==> src/rtl/feed_pkg.sv <==
// ---------------------------------------------------------------------------
// feed_pkg
// Shared definitions for the pet-feeder scheduler.
//   state_t      : controller state (2-bit encoding)
//   COUNT_W      : width of the seconds countdown / interval
//   PORT_W       : width of the delivered-portion counter
//   reload_value : countdown reload rule (an interval of 0 is treated as 1 s)
// ---------------------------------------------------------------------------
package feed_pkg;

    localparam int COUNT_W = 16;
    localparam int PORT_W  = 4;

    typedef enum logic [1:0] {
        ST_IDLE     = 2'd0,
        ST_COUNT    = 2'd1,
        ST_DISPENSE = 2'd2,
        ST_FAULT    = 2'd3
    } state_t;

    // An interval of 0 would never expire, so the shortest usable period is 1 s.
    function automatic logic [COUNT_W-1:0] reload_value(input logic [COUNT_W-1:0] interval);
        return (interval == '0) ? COUNT_W'(1) : interval;
    endfunction

endpackage

==> src/rtl/feed_scheduler_tick_gen.sv <==
// ---------------------------------------------------------------------------
// tick_gen
// Free-running divider producing a one-cycle 1 s tick.
//   clk   in  clock
//   reset in  synchronous, active-high reset (counter to 0)
//   tick  out high for the single cycle in which the counter equals TICK_DIV-1
// ---------------------------------------------------------------------------
module tick_gen #(
    parameter int TICK_DIV = 50000000
) (
    input  logic clk,
    input  logic reset,
    output logic tick
);

    localparam int CW = (TICK_DIV > 2) ? $clog2(TICK_DIV) : 1;
    localparam logic [CW-1:0] LAST = CW'(TICK_DIV - 1);

    logic [CW-1:0] cnt_reg;

    always_ff @(posedge clk) begin
        if (reset) begin
            cnt_reg <= '0;
        end else if (cnt_reg == LAST) begin
            cnt_reg <= '0;
        end else begin
            cnt_reg <= cnt_reg + 1'b1;
        end
    end

    assign tick = (cnt_reg == LAST);

endmodule

==> src/rtl/feed_scheduler.sv <==
// ---------------------------------------------------------------------------
// feed_scheduler
// Timed / manual feed controller with bowl interlock, daily portion limit and
// dispenser timeout.
//   clk, reset            clock, synchronous active-high reset
//   auto_en               enable timed feeding
//   interval_s[15:0]      seconds between automatic feeds (sampled on reload)
//   manual_req            one-cycle manual portion request
//   bowl_full             blocks any dispense while high
//   disp_done             one-cycle pulse: dispenser finished a portion
//   portions_clr          one-cycle pulse: clear portion count
//   fault_clr             one-cycle pulse: leave FAULT
//   disp_start            one-cycle pulse commanding one portion
//   countdown[15:0]       seconds to next automatic feed (0 when not counting)
//   portions[3:0]         portions delivered since last clear (saturating)
//   busy / fault          high in DISPENSE / FAULT
// All outputs come straight from registers.
// ---------------------------------------------------------------------------
module feed_scheduler
    import feed_pkg::*;
#(
    parameter int TICK_DIV     = 50000000,
    parameter int TIMEOUT_S    = 10,
    parameter int MAX_PORTIONS = 6
) (
    input  logic               clk,
    input  logic               reset,
    input  logic               auto_en,
    input  logic [15:0]        interval_s,
    input  logic               manual_req,
    input  logic               bowl_full,
    input  logic               disp_done,
    input  logic               portions_clr,
    input  logic               fault_clr,
    output logic               disp_start,
    output logic [15:0]        countdown,
    output logic [3:0]         portions,
    output logic               busy,
    output logic               fault
);

    localparam logic [7:0]        TO_LAST   = 8'(TIMEOUT_S - 1);
    localparam logic [PORT_W-1:0] PORT_MAX  = PORT_W'(MAX_PORTIONS);

    logic               tick;
    state_t             state_reg, state_next;
    logic [COUNT_W-1:0] countdown_reg, countdown_next;
    logic [PORT_W-1:0]  portions_reg, portions_next;
    logic [7:0]         timeout_reg, timeout_next;
    logic               disp_start_reg, disp_start_next;
    logic               busy_reg, fault_reg;

    logic               allowed;
    logic               expiry;
    logic [PORT_W-1:0]  portions_inc;

    tick_gen #(.TICK_DIV(TICK_DIV)) u_tick (
        .clk   (clk),
        .reset (reset),
        .tick  (tick)
    );

    assign allowed      = !bowl_full && (portions_reg < PORT_MAX);
    assign expiry       = tick && (countdown_reg == COUNT_W'(1));
    assign portions_inc = (portions_reg == '1) ? portions_reg : portions_reg + 1'b1;

    always_comb begin
        state_next      = state_reg;
        countdown_next  = countdown_reg;
        portions_next   = portions_reg;
        timeout_next    = timeout_reg;
        disp_start_next = 1'b0;

        unique case (state_reg)
            ST_IDLE: begin
                countdown_next = '0;
                if (manual_req && allowed) begin
                    state_next      = ST_DISPENSE;
                    disp_start_next = 1'b1;
                    timeout_next    = '0;
                end else if (auto_en) begin
                    state_next     = ST_COUNT;
                    countdown_next = reload_value(interval_s);
                end
            end

            ST_COUNT: begin
                if (!auto_en) begin
                    state_next     = ST_IDLE;
                    countdown_next = '0;
                end else if ((manual_req && allowed) || (expiry && allowed)) begin
                    // A manual request landing on expiry merges into one dispense.
                    state_next      = ST_DISPENSE;
                    disp_start_next = 1'b1;
                    timeout_next    = '0;
                    countdown_next  = '0;
                end else if (expiry) begin
                    // Feed skipped (bowl full or limit reached): start a new period.
                    countdown_next = reload_value(interval_s);
                end else if (tick && countdown_reg != '0) begin
                    countdown_next = countdown_reg - 1'b1;
                end
            end

            ST_DISPENSE: begin
                countdown_next = '0;
                if (disp_done) begin
                    portions_next = portions_inc;
                    if (auto_en) begin
                        state_next     = ST_COUNT;
                        countdown_next = reload_value(interval_s);
                    end else begin
                        state_next = ST_IDLE;
                    end
                end else if (tick) begin
                    timeout_next = timeout_reg + 1'b1;
                    if (timeout_reg == TO_LAST) begin
                        state_next = ST_FAULT;
                    end
                end
            end

            ST_FAULT: begin
                countdown_next = '0;
                if (fault_clr) begin
                    state_next = ST_IDLE;
                end
            end

            default: begin
                state_next     = ST_IDLE;
                countdown_next = '0;
            end
        endcase

        // Daily rollover wins over the count, except a portion finishing in the
        // same cycle belongs to the new day.
        if (portions_clr) begin
            portions_next = (state_reg == ST_DISPENSE && disp_done) ? PORT_W'(1) : '0;
        end
    end

    always_ff @(posedge clk) begin
        if (reset) begin
            state_reg      <= ST_IDLE;
            countdown_reg  <= '0;
            portions_reg   <= '0;
            timeout_reg    <= '0;
            disp_start_reg <= 1'b0;
            busy_reg       <= 1'b0;
            fault_reg      <= 1'b0;
        end else begin
            state_reg      <= state_next;
            countdown_reg  <= countdown_next;
            portions_reg   <= portions_next;
            timeout_reg    <= timeout_next;
            disp_start_reg <= disp_start_next;
            busy_reg       <= (state_next == ST_DISPENSE);
            fault_reg      <= (state_next == ST_FAULT);
        end
    end

    assign disp_start = disp_start_reg;
    assign countdown  = countdown_reg;
    assign portions   = portions_reg;
    assign busy       = busy_reg;
    assign fault      = fault_reg;

endmodule

==> config.mk <==
export PLATFORM = sky130hd
export DESIGN_NAME = feed_scheduler
export DESIGN_NICKNAME = d
export VERILOG_FILES = /design/src/rtl/feed_pkg.sv /design/src/rtl/feed_scheduler_tick_gen.sv /design/src/rtl/feed_scheduler.sv
export SDC_FILE = /design/constraint.sdc
export NUM_CORES = 1
export LEC_CHECK = 0
export CORE_MARGIN = 2
export CORE_UTILIZATION = 50
export DETAILED_ROUTE_END_ITERATION = 16
export GPL_TIMING_DRIVEN = 0
export PLACE_DENSITY = 0.75
export SYNTH_ARGS = -nofsm -noshare
export SYNTH_HDL_FRONTEND = slang
export SYNTH_HIERARCHICAL = 1
export SYNTH_SLANG_ARGS = --single-unit
==> constraint.sdc <==
create_clock -name clk -period 4.8 [get_ports clk]
set_input_delay 1.44 -clock clk [delete_from_list [all_inputs] [get_ports clk]]
set_output_delay 1.44 -clock clk [all_outputs]
set_load 0.05 [all_outputs]
==> results of run 1 <==
==> where the power goes <==
| group | switching, mW | total [mW] | internal, mW |
|---|---|---|---|
| registers | 0.0241 | 0.532 | 0.508 |
| logic | 0.203 | 0.338 | 0.135 |
| clock network | 0.217 | 0.523 | 0.306 |
==> routing by layer <==
layer | global-route usage | up-vias | share of wire
met3 | 0.0419 | 10 | 0.042
met2 | 0.397 | 80 | 0.48
met4 | 0.0838 | 0 | 0.013
li1 | - | 1639 | -
met1 | 0.307 | 1583 | 0.47
met5 | 0 | - | 0
==> logic make-up after synthesis <==
group           synth area share
buf+inv                   0.0392
simple gates               0.291
xor+xnor                  0.0717
fa+ha+maj                 0.0220
mux                       0.0150
compound gates             0.216
flops                      0.345
==> worst reg2reg max path, delay by kind of cell, from the launching register on <==
family | cells | cell delay, ns
adder cells (fa/ha/maj) | 1 | 0.25
AND/OR/NAND/NOR | 5 | 2.16
buffers and inverters | 1 | 0.19
flip-flops | 1 | 0.40
AO/OA/AOI/OAI | 3 | 0.69
==> cell usage after synthesis (5+ instances only) <==
| cell type | count |
|---|---|
| a21oi_1 | 21 |
| a31oi_1 | 5 |
| a32oi_1 | 11 |
| and4_1 | 5 |
| buf_2 | 6 |
| clkbuf_1 | 10 |
| dfxtp_1 | 59 |
| ha_1 | 6 |
| inv_1 | 14 |
| nand2_1 | 26 |
| nand3_1 | 19 |
| nand4_1 | 17 |
| nor2_1 | 25 |
| nor3_1 | 14 |
| nor4_1 | 8 |
| o211ai_1 | 5 |
| o21ai_0 | 20 |
| o2bb2ai_1 | 10 |
| o31ai_1 | 8 |
| or3_1 | 11 |
| or4_1 | 7 |
| xnor2_1 | 17 |
| xor2_1 | 11 |
==> final cells by class <==
class                   count  area, µm²
plain buffers              19       81.3
clock buffers              10        138
clock inverters             6       88.8
fillers                   573       2520
inverters                  14       52.6
multi-input cells         308       2100
flip-flops and latches     59       1180
well taps                  80        100
repair buffers             45        450
==> worst max-delay path by stage <==
stage	start	endpoint	cells after the start
final	u_tick/cnt_reg[0]	timeout_reg[6]	10
after global routing	u_tick/cnt_reg[0]	timeout_reg[5]	10
after CTS	u_tick/cnt_reg[0]	timeout_reg[5]	10
after detailed placement	u_tick/cnt_reg[0]	timeout_reg[7]	9
after global placement	u_tick/cnt_reg[0]	timeout_reg[5]	10
after floorplan	u_tick/cnt_reg[0]	timeout_reg[7]	9
==> metrics by stage <==
| step | power [mW] | area, µm² | cells | hold WS (ns) |
|---|---|---|---|---|
| after floorplan | 0.778 | 3420 | 400 | 0.441 |
| after global placement | 0.874 | 3970 | 525 | 0.458 |
| after detailed placement | 0.878 | 3970 | 525 | 0.469 |
| after CTS | 1.40 | 4200 | 541 | 0.485 |
| after global routing | 1.45 | 4200 | 541 | 0.501 |
| final | 1.39 | 4200 | 541 | 0.480 |
==> qor.txt, run 1 <==
Max Slew Vio Count = 0
synthesized area = 3420 µm²
Buf/Inv on CP = 1
Synth area leaders = dfxtp_1, xnor2_1, nand4_1, a21oi_1, o21ai_0
worst ir drop on vdd = 0.000198 V
Hold Path End = u_tick/cnt_reg[0]
global-route wire length before repair = 14.3 mm
Ys Warns = 6
Syn Area/Cell = 8.55 µm²
Post-synth EDFFs = 0
delay of the slowest critical-path stage = 0.72 ns
CP max-delay cell = or4b_2
post-DP HPWL = 6.45 mm
Initial Utilization = 0.509
MaxCap Viol Count = 0
wire length per cell = 16.2 µm
worst hold-check path type = reg -> reg
static leakage = 1.39 nW
Crit path max-delay family = simple AND/OR/NAND/NOR gates
number of port buffers = 45
share of layout cells above drive strength 1 = 0.0889
vias in the first global route = 3020
ANT nets after route = 0
Yosys top cell by area = dfxtp_1
Final GP Congestion = 0.935
Worst Setup End Kind = flop
Mapped Cells = 400
Setup WS post-layout = 1.05 ns
Slew @ Worst Pin = 0.906 ns
Die H = 86.7 µm
r2r setup slk = 1.05 ns
Pre-antenna DRT Iters = 4
via count = 3312
CTS Hold Buffers Added = 0
die area = 7520 µm²
status = completed
relative slew slack = 0.390
n_diodes = 0
Distinct cells, synth = 63
Total Nets Final = 486
row count = 30
reg2reg start = u_tick/cnt_reg[0]
endpoint of the worst register-to-register path = timeout_reg[6]
CTS sink count = 59
reg2reg path depth = 10
Post-Route Utilization = 0.625
most frequent cells in the layout = dfxtp_1, clkdlybuf4s50_1, nand2_1
CTS tree = done
worst slack, placed = 1.07 ns
Max Freq = 0.267 GHz
total track usage = 0.237
Synth top area share = 0.345
final setup fails = 0
min-delay src = u_tick/cnt_reg[0]
largest net degree at the start of global routing = 12
initial detailed-routing violation count = 194
Setup Skew = 0.0116 ns
Required @ worst endpoint = 5.07 ns
min Tclk post-route = 3.75 ns
Final Cycle Share = 0.781
Synth Register Bits = 59
clk buf depth = 2
asr flop ratio synth = 0
Worst Path Max Fanout = 10
DRC = 0
initial antenna violation count = 0
Seq/Total Area, Yosys = 0.345
GRT overflow = 0
final wirelength = 8.79 mm
Critical Path AT = 4.02 ns
H-tree depth = 3
die width = 86.7 µm
Final Hold Viols = 0
Via-to-Cell Ratio = 6.12
Synth-to-Final Area Change = 22.7%
unrepaired setup endpoints after global routing = no
core area = 6720 µm²
Primary FF master, synth = dfxtp_1
Post CTS Setup Buffer Count = 0
clk root buf = clkbuf_8
CTS Buf Count = 9
clk_lat worst skew = 0.35 ns
CP Launch Type = flop
Hold Path Cell Cnt = 1
cts repair resizes = 0
post-route setup TNS = 0 ns
Reg clk slew, reported paths = 0.07 ns
nets in the synthesized netlist = 430
most common cell after layout, fill and taps aside = dfxtp_1
crit-path cells = ha_1 -> nand4_1 -> or4b_2 -> nor3_1 -> nor4bb_1 -> o21ai_1 -> o32a_1 -> buf_2 -> or3_1 -> a21oi_1
max FFs per register = 26
Worst Setup Path Type = reg -> reg
io pins = 47
P per Cell Area = 332 nW/µm²
Note: power is estimated with default switching activity, not from simulation.
==> run 2, diff against run 1 <==
PLACE_DENSITY = 0.78   (was 0.75)
clock period = 3 ns   (was 4.8 ns; I/O delays follow)
==> qor.txt, run 2 (synthesis results as in run 1) <==
status = complete, but fails checks
failing checks = negative setup slack
Post-Route Utilization = 0.649
io pins = 47
vias in the first global route = 3148
Total Nets Final = 493
Crit path max-delay family = simple AND/OR/NAND/NOR gates
number of port buffers = 45
clk root buf = clkbuf_8
most common cell after layout, fill and taps aside = dfxtp_1
initial detailed-routing violation count = 280
max FFs per register = 26
die width = 86.7 µm
worst hold-check path type = reg -> reg
delay of the slowest critical-path stage = 0.57 ns
Setup Skew = 0.0109 ns
crit-path cells = ha_4 -> nand4_1 -> or4b_4 -> nor3_4 -> nor4bb_2 -> o21ai_1 -> o32a_1 -> buf_4 -> or3_1 -> a21oi_1
initial antenna violation count = 0
wire length per cell = 16.8 µm
post-DP HPWL = 6.46 mm
Initial Utilization = 0.509
Pre-antenna DRT Iters = 4
clk_lat worst skew = 0.35 ns
via count = 3476
post-route cell area = 4360 µm²
global-route wire length before repair = 15.2 mm
r2r setup slk = -0.006 ns
Via-to-Cell Ratio = 6.34
unrepaired setup endpoints after global routing = yes
relative slew slack = 0.380
n_diodes = 0
placed cell area = 3990 µm²
ANT nets after route = 0
Worst Setup End Kind = flop
static leakage = 1.47 nW
final wirelength = 9.21 mm
DRC = 0
min Tclk post-route = 3.01 ns
CTS Hold Buffers Added = 0
share of layout cells above drive strength 1 = 0.132
most frequent cells in the layout = dfxtp_1, clkdlybuf4s50_1, nand2_1
min-delay src = u_tick/cnt_reg[0]
Worst Path Max Fanout = 4
Final Cycle Share = 1.00
reg2reg path depth = 10
H-tree depth = 3
Register Area = 1190 µm²
row count = 30
Required @ worst endpoint = 3.28 ns
area occupied by multi-input gates = 2190 µm²
Final Hold Viols = 0
CTS Buf Count = 9
CTS tree = done
CTS sink count = 59
Hold WS = 0.457 ns
Setup WS post-layout = -0.00576 ns
Fillers = 590
reg2reg start = u_tick/cnt_reg[1]
Reg clk slew, reported paths = 0.07 ns
Hold Path End = u_tick/cnt_reg[0]
CP Launch Type = flop
Buf/Inv on CP = 1
Max Freq = 0.333 GHz
Worst Setup Path Type = reg -> reg
MaxCap Viol Count = 0
total track usage = 0.252
GRT overflow = 0
Hold Path Cell Cnt = 1
endpoint of the worst register-to-register path = timeout_reg[4]
largest net degree at the start of global routing = 11
CP max-delay cell = or4b_4
Max Slew Vio Count = 0
P per Cell Area = 521 nW/µm²
Slew @ Worst Pin = 0.922 ns
Die H = 86.7 µm
Synth-to-Final Area Change = 27.4%
final setup fails = 2
Final GP Congestion = 0.988
die area = 7520 µm²
worst ir drop on vdd = 0.000248 V
core area = 6720 µm²
Critical Path AT = 3.29 ns
clk buf depth = 2
run 2: cell types whose count changed in the layout (fill, tap and decap cells not counted), moves of 2 or more:
cell     before  now
dfxtp_2       0    2
buf_6         0    2
dfxtp_1      59   56
o31ai_2       0    2
buf_4         0    5
o31ai_1       8    6
run 2: routing by layer:
metal,share of wire,up-vias,GRT usage
met2,0.48,135,0.394
met1,0.44,1661,0.339
li1,-,1661,-
met5,0,-,0
met3,0.063,19,0.0486
met4,0.020,0,0.108
run 2: final cells by class:
type	count	area share
Buffer	19	0.0210
Tap cell	80	0.0230
Clock inverter	4	0.0167
Sequential cell	59	0.272
Clock buffer	12	0.0356
Timing Repair Buffer	52	0.116
Multi-Input combinational cell	308	0.504
Inverter	14	0.0121
run 2: where the power goes:
group / switching, mW / internal [mW] / total [mW]
clock network: 0.334 / 0.512 / 0.846
registers: 0.0389 / 0.814 / 0.853
logic: 0.341 / 0.230 / 0.571
total: 0.714 / 1.56 / 2.27
run 2: stage by stage:
| stage | instances | setup WS [ns] | setup TNS, ns | total power [mW] |
|---|---|---|---|---|
| floorplan | 400 | 0.102 | 0 | 1.24 |
| CTS | 544 | -0.00358 | -0.00358 | 2.24 |
| detailed placement | 525 | -0.293 | -4.03 | 1.40 |
| global route | 548 | -0.0822 | -0.667 | 2.37 |
| global placement | 525 | -0.224 | -2.66 | 1.39 |
| finish | 548 | -0.00576 | -0.00885 | 2.27 |
run 2: how the worst max path moves through the flow:
stage / startpoint / to / depth (start not counted)
detailed placement: u_tick/cnt_reg[0] / timeout_reg[6] / 10
global route: u_tick/cnt_reg[0] / timeout_reg[1] / 9
global placement: u_tick/cnt_reg[0] / timeout_reg[5] / 10
finish: u_tick/cnt_reg[1] / timeout_reg[4] / 10
CTS: u_tick/cnt_reg[0] / fault / 10
floorplan: u_tick/cnt_reg[0] / timeout_reg[7] / 9
run 2: what timing repair did:
| item | 4_1_cts | 5_1_grt |
|---|---|---|
| pin swaps | 4 | 22 |
| buffers inserted | 3 | 3 |
| resized for setup | 9 | 18 |
| endpoints found under the setup margin | 25 | 20 |
| gates cloned | 0 | 1 |
==> run 3, diff against run 2 <==
CORE_MARGIN = 3   (was 2)
==> qor.txt, run 3 (synthesis results as in run 1) <==
status = completed
die width = 88.7 µm
vias in the first global route = 3209
most frequent cells in the layout = dfxtp_1, clkdlybuf4s50_1, nand2_1
number of port buffers = 45
Final Cycle Share = 0.983
Hold WS = 0.494 ns
final wirelength = 9.58 mm
Fillers = 531
Total Nets Final = 498
wire length per cell = 17.4 µm
unrepaired setup endpoints after global routing = yes
Slew @ Worst Pin = 1.01 ns
Max Freq = 0.339 GHz
area occupied by multi-input gates = 2200 µm²
n_diodes = 0
MaxCap Viol Count = 0
Register Area = 1190 µm²
DRC = 0
Worst Setup Path Type = reg -> reg
Final Hold Viols = 0
Synth-to-Final Area Change = 28.6%
post-DP HPWL = 6.84 mm
crit-path cells = nand4_1 -> or4b_4 -> nor3_4 -> buf_6 -> and2_4 -> nand4_1 -> o21ai_1 -> clkbuf_4 -> a32oi_1 -> a21boi_1
total power = 2.23 mW
Buf/Inv on CP = 2
ANT nets after route = 0
worst ir drop on vdd = 0.000302 V
GRT overflow = 0
Setup Skew = 0.00571 ns
placed cell area = 3980 µm²
H-tree depth = 3
Pre-antenna DRT Iters = 4
clk buf depth = 2
share of layout cells above drive strength 1 = 0.140
CTS Buf Count = 9
CP max-delay cell = or4b_4
largest net degree at the start of global routing = 11
core area = 6490 µm²
worst hold-check path type = reg -> reg
via count = 3486
most common cell after layout, fill and taps aside = dfxtp_1
row count = 29
Setup WS post-layout = 0.0500 ns
Post-Route Utilization = 0.677
Die H = 88.7 µm
post-route setup TNS = 0 ns
Worst Setup End Kind = flop
Reg clk slew, reported paths = 0.07 ns
global-route wire length before repair = 15.2 mm
CTS sink count = 59
Final GP Congestion = 0.976
Worst Path Max Fanout = 10
Critical Path AT = 3.18 ns
Crit path max-delay family = simple AND/OR/NAND/NOR gates
Required @ worst endpoint = 3.23 ns
min Tclk post-route = 2.95 ns
P per Cell Area = 507 nW/µm²
total track usage = 0.246
final setup fails = 0
post-route insts no fill = 550
delay of the slowest critical-path stage = 0.59 ns
clk root buf = clkbuf_8
static leakage = 1.48 nW
max FFs per register = 26
clk_lat worst skew = 0.35 ns
dpl cells = 522
io pins = 47
CP Launch Type = flop
Max Slew Vio Count = 0
die area = 7870 µm²
worst slack, placed = -0.396 ns
critical path's most frequent cell = nand4_1
post-route cell area = 4400 µm²
Via-to-Cell Ratio = 6.34
initial detailed-routing violation count = 226
initial antenna violation count = 0
Initial Utilization = 0.526
CTS tree = done
relative slew slack = 0.318
[run 3: metal layers]
layer	global-route usage	vias up	part of all wire
met5	0	-	0
met4	0.0838	0	0.030
met3	0.0615	23	0.055
met2	0.423	110	0.48
met1	0.297	1674	0.43
li1	-	1679	-
[run 3: final timing paths]
check | endpoint | cells after the start | from | slack, ns
worst min register to register | timeout_reg[7] | 2 | timeout_reg[7] | 0.49
worst min-delay path | timeout_reg[7] | 2 | timeout_reg[7] | 0.49
worst max register to register | countdown[0] | 10 | u_tick/cnt_reg[3] | 0.05
worst max-delay path | countdown[0] | 10 | u_tick/cnt_reg[3] | 0.05
[run 3: worst reg2reg max path, delay by kind of cell, from the launching register on]
kind / cells / cell delay [ns]
simple gates: 5 / 1.30
buf+inv: 2 / 0.40
compound gates: 3 / 0.66
flops: 1 / 0.46
[run 3: power by group]
part	internal [mW]	switching, mW
logic	0.235	0.341
registers	0.814	0.0408
clock network	0.469	0.329
total	1.52	0.711
[run 3: repair_timing]
item / 4_1_cts / 5_1_grt
hold buffers: 0 / 0
pin swaps: 5 / 21
gates resized for setup: 10 / 21
setup buffers: 5 / 6
setup endpoints to repair: 25 / 14
cloned: 0 / 1
[run 3: final cells by class]
cell class                      instances  share of cell area
Multi-Input combinational cell        308               0.501
Clock inverter                          4              0.0171
Timing Repair Buffer                   57               0.126
Tap cell                               77              0.0219
Buffer                                 19              0.0213
Inverter                               14              0.0120
Clock buffer                           12              0.0307
Sequential cell                        59               0.270
